[src/rtl/mem_responder.sv]
// rtl/mem_responder.sv - single-port RAM arbiter serving instruction fetches and data accesses
// Data requests win over fetches; each transaction runs REQ -> RESP -> IDLE without preemption.
module mem_responder #(
  parameter logic WAIT_FREEZE = 1'b0
) (
  input  logic        CLK,
  input  logic        nRST,
  input  logic        imemREN,
  input  logic [31:0] imemaddr,
  input  logic        dmemREN,
  input  logic        dmemWEN,
  input  logic [31:0] dmemaddr,
  input  logic [31:0] dmemstore,
  input  logic        halt,
  output logic        ihit,
  output logic [31:0] imemload,
  output logic        dhit,
  output logic [31:0] dmemload,
  output logic        ramREN,
  output logic        ramWEN,
  output logic [31:0] ramaddr,
  output logic [31:0] ramstore,
  input  logic [31:0] ramload,
  input  logic        ramready,
  output logic [31:0] icount,
  output logic [31:0] dcount
);

  typedef enum logic [2:0] {
    IDLE   = 3'd0,
    DREQ   = 3'd1,
    IREQ   = 3'd2,
    DRESP  = 3'd3,
    IRESP  = 3'd4,
    HALTED = 3'd5
  } state_t;

  state_t      state_q, state_d;
  logic [31:0] addr_q, addr_d;
  logic [31:0] data_q, data_d;
  logic        wr_q, wr_d;
  logic [31:0] imemload_q, imemload_d;
  logic [31:0] dmemload_q, dmemload_d;
  logic [31:0] icount_q, icount_d;
  logic [31:0] dcount_q, dcount_d;
  logic        halt_seen_q;
  logic        cnt_en;

  // Counters advance on the REQ->RESP edge so the count already includes the hit it accompanies.
  assign cnt_en = !(WAIT_FREEZE && halt_seen_q);

  always_ff @(posedge CLK or negedge nRST) begin
    if (!nRST) begin
      state_q     <= IDLE;
      addr_q      <= '0;
      data_q      <= '0;
      wr_q        <= 1'b0;
      imemload_q  <= '0;
      dmemload_q  <= '0;
      icount_q    <= '0;
      dcount_q    <= '0;
      halt_seen_q <= 1'b0;
    end else begin
      state_q     <= state_d;
      addr_q      <= addr_d;
      data_q      <= data_d;
      wr_q        <= wr_d;
      imemload_q  <= imemload_d;
      dmemload_q  <= dmemload_d;
      icount_q    <= icount_d;
      dcount_q    <= dcount_d;
      halt_seen_q <= halt_seen_q | halt;
    end
  end

  always_comb begin
    state_d    = state_q;
    addr_d     = addr_q;
    data_d     = data_q;
    wr_d       = wr_q;
    imemload_d = imemload_q;
    dmemload_d = dmemload_q;
    icount_d   = icount_q;
    dcount_d   = dcount_q;
    case (state_q)
      IDLE: begin
        if (dmemREN || dmemWEN) begin
          state_d = DREQ;
          addr_d  = dmemaddr;
          data_d  = dmemstore;
          wr_d    = dmemWEN;
        end else if (halt) begin
          state_d = HALTED;
        end else if (imemREN) begin
          state_d = IREQ;
          addr_d  = imemaddr;
          data_d  = '0;
          wr_d    = 1'b0;
        end
      end
      DREQ: begin
        if (ramready) begin
          state_d = DRESP;
          if (!wr_q) dmemload_d = ramload;
          if (cnt_en) dcount_d = dcount_q + 32'd1;
        end
      end
      IREQ: begin
        if (ramready) begin
          state_d    = IRESP;
          imemload_d = ramload;
          if (cnt_en) icount_d = icount_q + 32'd1;
        end
      end
      DRESP:   state_d = IDLE;
      IRESP:   state_d = IDLE;
      HALTED:  state_d = HALTED;
      default: state_d = IDLE;
    endcase
  end

  always_comb begin
    ramREN   = 1'b0;
    ramWEN   = 1'b0;
    ramaddr  = '0;
    ramstore = '0;
    if (state_q == DREQ) begin
      ramREN   = !wr_q;
      ramWEN   = wr_q;
      ramaddr  = addr_q;
      ramstore = data_q;
    end else if (state_q == IREQ) begin
      ramREN  = 1'b1;
      ramaddr = addr_q;
    end
  end

  assign ihit     = (state_q == IRESP);
  assign dhit     = (state_q == DRESP);
  assign imemload = imemload_q;
  assign dmemload = dmemload_q;
  assign icount   = icount_q;
  assign dcount   = dcount_q;

endmodule

[config.mk]
export PLATFORM = sky130hd
export DESIGN_NAME = mem_responder
export DESIGN_NICKNAME = d
export VERILOG_FILES = /design/src/rtl/mem_responder.sv
export SDC_FILE = /design/constraint.sdc
export NUM_CORES = 1
export LEC_CHECK = 0
export ABC_CLOCK_PERIOD_IN_PS = 2400
export CORE_ASPECT_RATIO = 2
export CORE_UTILIZATION = 50
export CTS_BUF_LIST = sky130_fd_sc_hd__clkbuf_8
export CTS_CLUSTER_SIZE = 16
export DETAILED_ROUTE_END_ITERATION = 10
export DONT_BUFFER_PORTS = 1
export GPL_ROUTABILITY_DRIVEN = 1
export GPL_TIMING_DRIVEN = 0
export HOLD_SLACK_MARGIN = 0.06
export PLACE_DENSITY_LB_ADDON = 0.08
export SYNTH_ARGS = -nofsm -noshare
export SYNTH_HDL_FRONTEND = slang
export SYNTH_SLANG_ARGS = --single-unit
export TNS_END_PERCENT = 30
[constraint.sdc]
create_clock -name CLK -period 2.4 [get_ports CLK]
set_clock_uncertainty 0.2 [all_clocks]
set_input_delay 0.72 -clock CLK [delete_from_list [all_inputs] [get_ports CLK]]
set_output_delay 0.72 -clock CLK [all_outputs]
set_load 0.01 [all_outputs]
* Word-level counts from Yosys, hierarchy flattened *
Index checks and enable logic that the tools add are counted.

storage, ports and cells
  register bits after elaboration = 196
  bits of input ports = 135
  output and inout bits = 196
  logic and storage cells = 50

cells by class
  eq/ne operators = 9
  reductions and logical operators = 9
  muxes and demuxes = 21
  add/subtract/negate cells = 2
  bitwise gates (word level) = 1

operators with widths
  operator                 count
  $mux W32                 9
  $add A32 B1 Y32 const B  2
  $mux W3                  5
  $pmux W3 S4              1
  $reduce_and A3 Y1        3
  $eq A3 B2 Y1 const B     2
  $eq A3 B3 Y1 const B     2
  $mux W1                  6
  $ne A2 B2 Y1 const B     2
  $ne A4 B4 Y1 const B     1
  $reduce_and A2 Y1        2
  $eq A3 B1 Y1 const B     1
  $logic_not A3 Y1         1
  $ne A2 B1 Y1 const B     1
  $reduce_bool A2 Y1       1
  $logic_not A1 Y1         1
  $logic_or A1 B1 Y1       1
  $not A1 Y1               1

* Longest topological paths before layout *
  depth in word-level cells = 4
  depth in mapped cells = 7
  depth with buffers taken out = 5

* Least setup slack after synthesis *
No wires, ideal clock.

  path type = reg-to-output
  start point = register state_q[0]
  end point = output port ramstore[10]
  arrival time = 1.467 ns
  path buffers = 2
  required time = 1.480 ns
  path slack = 0.013 ns
  cell stages (with the launch flop) = 5
  cell sequence = dfrtp_1 > clkbuf_1 > nor3b_1 > clkbuf_1 > and2_1

between the ends
  longest elaborated chain between the ends = 2

RTL lines
  what                      RTL line  source
  start: declaration        38        state_t state_q, state_d;
  start signal: assignment  64        state_q <= state_d;
  $eq A3 B1 Y1              127       if (state_q == DREQ) begin
  $mux W32                  127
  end: declaration          22        output logic [31:0] ramstore,

Every way passes these cells.

* Final worst setup path *
  start point = register state_q[0]
  end point = output port ramaddr[26]

between the ends
  longest elaborated chain between the ends = 3
  elaborated cells on any way between the ends = 4
  those cells by class = 2 x eq/ne; 2 x mux

RTL lines
  what              RTL line  source
  $eq A3 B2 Y1      132       end else if (state_q == IREQ) begin
  $mux W32          132
  $mux W32 (*)      127
  end: declaration  21        output logic [31:0] ramaddr,

Every way passes the cells marked *; elsewhere a longest branch is shown, timed or not.

==> metrics <==
status finished with violations; violated checks hold timing, setup timing; PnR worst setup slack -0.3068 ns; synth top area cells dfrtp_1 (57%), nand2_1 (6.6%), xnor2_1 (5.6%), and2_1 (5.4%), mux2_2 (4.3%); Seq pwr share 0.444; synthesized instance count 781; asr flop ratio synth 1.000; Yosys cell types 40; DR vias/cell 5.768; most numerous cell in the Yosys netlist dfrtp_1; most frequent cells after synthesis dfrtp_1 (196), nand2_1 (152), and2_1 (75), xnor2_1 (55), o21ai_0 (34); prevailing post-synth register cell dfrtp_1; Critical Path RT 1.48 ns; slowest CP cell dfrtp_1; area grow syn2layout 13.91%; number of enable flip-flop cells after synthesis 0; CTS tree yes; ANT nets after route 0; fin crit share 1.128; crit end category output pin; Max VDD drop 759.4 uV; WL final 22.09 mm; Clock power frac 0.190; Worst-Skew Late Latency 0.46 ns; mean post-synth cell area 11.06 sq um; crit path DAT 1.79 ns; net load switching power 4488 uW; Compound-Gate Fraction of Synth Area 0.05663; port buffer count 0; P_leak 0.004521 uW; Worst Path Buf+Inv 3; Final min period 2.707 ns; # Max-Cap Violations 0; fin nets 954; layout cell share with drive strength beyond 1 0.2295; GRT Overall Usage 0.2559; Post-Synth XOR/XNOR Area 0.06286; fillers 1434; cell-by-cell trace of the critical path buf_8 -> nand2b_4 -> a21oi_4 -> buf_12 -> buf_8 -> and2_4; largest family of logic cells by synthesized area simple AND/OR/NAND/NOR gates; via count 5970; first-pass GRT wire length 34.18 mm; yosys synthesis warning count 0; Setup crit start kind flip-flop; power after layout 12510 uW; Hold Slack -0.2568 ns; Final Setup Violations 66; Site Rows 67; Setup CP Type flip-flop to output pin; Hold Path Class input port to async pin; Adder-Cell Fraction of Synth Area 0.002897; critical path's most frequent cell buf_8; initial antenna violation count 0; root buf cell clkbuf_8; deepest clock path buffer count 2; Starting DRT DRC Count 164; number of antenna diodes 0; Initial Util 0.5127; Core Box Area 16850 sq um; CTS sink count 196; Die Area 17840 sq um; Final Hold Viols 196; vias in the first global route 6326; simple-gate area share of the yosys netlist 0.2025; Slew @ Worst Pin 0.5776 ns; mux contribution to synthesized area 0.08010; Max FO, Critical Path 7; placed cells 988; Max Freq 369.4 MHz; sequential area share after synthesis 0.5678; cell area after synthesis 8638 sq um; HPWL Detailed 16.37 mm; post-route setup TNS -16.73 ns; RSZ-0062 raised after global routing true; Die Ht 187.9 um; P_int 8020 uW; #FFs+latches synth 196; gr ovfl total 0; P per Cell Area 1271 nW/um^2; Slew headroom 0.6135; CP top delay family buffers and inverters; Sw Ratio 0.3588; Gate power share 0.365; CP max stage delay 0.41 ns; leading area contributor after synthesis dfrtp_1; First-pass DRT Iterations 4; die width 94.94 um; Post-Layout Cell Count 1035; clk slew on worst S/H paths 0.10 ns; I/O pin count 331; DRC 0; share of the synthesized area in the top cell type 0.5678; htree depth 4; Inserted Clock Buffers 17; routability cong. 0.8200; Mapped Nets 918; average wire per standard cell 21.34 um; largest net degree at the start of global routing 197; fin util 0.5839; Slew Limit Fails 0
-- layer usage --
metal,wire length [um],vias up,global-route usage,part of all wire
met5,0,-,0,0
met4,1004,0,0.1375,0.045
met3,1521,54,0.07380,0.069
met2,12270,270,0.4640,0.56
met1,7294,2941,0.2521,0.33
li1,-,2705,-,-
-- worst register-to-register path: cells and delay by family (launching register included) --
| kind | cells | cell delay, ns |
|---|---|---|
| and+or+nand+nor | 3 | 0.75 |
| buffers and inverters | 3 | 0.58 |
| DFF | 1 | 0.41 |
| xor gates and xnor gates | 1 | 0.16 |
-- flip-flops by register name, summed over array words and instances, names as in the netlist --
name      flops
state_q       3
dmemload     32
data_q       32
addr_q       32
dcount       32
wr_q          1
imemload     32
icount       32
-- worst paths after layout --
kind / from / to / slack, ns / cells past startpoint
worst max register to register: state_q[0] / icount[29] / 0.18 / 7
worst min-delay path: nRST / icount[12] / -0.26 / 0
worst min register to register: addr_q[19] / addr_q[19] / 0.29 / 2
worst max-delay path: state_q[0] / ramaddr[26] / -0.31 / 6
max in group asynchronous: nRST / imemload[5] / 1.99 / 0
min in group CLK: ramload[18] / imemload[18] / 0.16 / 2
-- final cells by class --
cell class | count | area, sq um | area share
Inverter | 5 | 18.77 | 0.001907
Clock inverter | 13 | 206.4 | 0.02098
Clock buffer | 17 | 234.0 | 0.02378
Buffer | 45 | 315.3 | 0.03204
Timing Repair Buffer | 17 | 181.4 | 0.01844
Multi-Input combinational cell | 535 | 3720 | 0.3781
Tap cell | 207 | 259.0 | 0.02632
Sequential cell | 196 | 4905 | 0.4985
-- metrics by stage --
stage	worst slack [ns]	area (sq um)
after global routing	-0.3876	9839
after detailed placement	-0.9582	8897
after global placement	-0.8804	8897
after CTS	-0.3459	9803
final	-0.3068	9839
after floorplan	0.01330	8638
-- power by group through the flow --
stage / registers, uW / logic [uW] / clock network [uW]
2_1_floorplan: 5270 / 2610 / 0
3_3_place_gp: 5540 / 3190 / 0
3_5_place_dp: 5590 / 3310 / 0
4_1_cts: 5560 / 4460 / 2440
5_1_grt: 5710 / 4950 / 2570
6_report: 5560 / 4570 / 2380
-- what timing repair did --
action	CTS	global route
setup endpoints to repair	69	98
pin swaps	55	2
gates cloned	5	0
gates resized for setup	104	18
endpoints found under the hold margin	196	196
buffers inserted	12	0
-- cell families after synthesis --
kind of cell	count (synthesis)
xor gates and xnor gates	62
DFF	196
and+or+nand+nor	335
muxes	65
AOI/OAI and AO/OA	71
buffers and inverters	50
adders and majority gates	2
-- layout by cell type (no fill, tap or decap), types with 3 or more instances in the layout --
master       n
buf_6        5
nor3_1       8
dfrtp_1    196
clkbuf_8    18
nand2_1    152
nand3_1     17
inv_1        5
xor2_1       7
and4_1       5
nor4_2       3
nor2b_1      3
buf_4       13
nand4_1     32
a22o_1      32
mux2i_1     32
buf_2       14
clkinv_2     3
and2_1       9
and2_4      66
and3_1      10
nor2_1      13
clkbuf_1    16
o21ai_0     34
bufinv_16    5
mux2_2      33
xnor2_1     55
buf_8       10
Note: power is estimated with default switching activity, not from simulation.
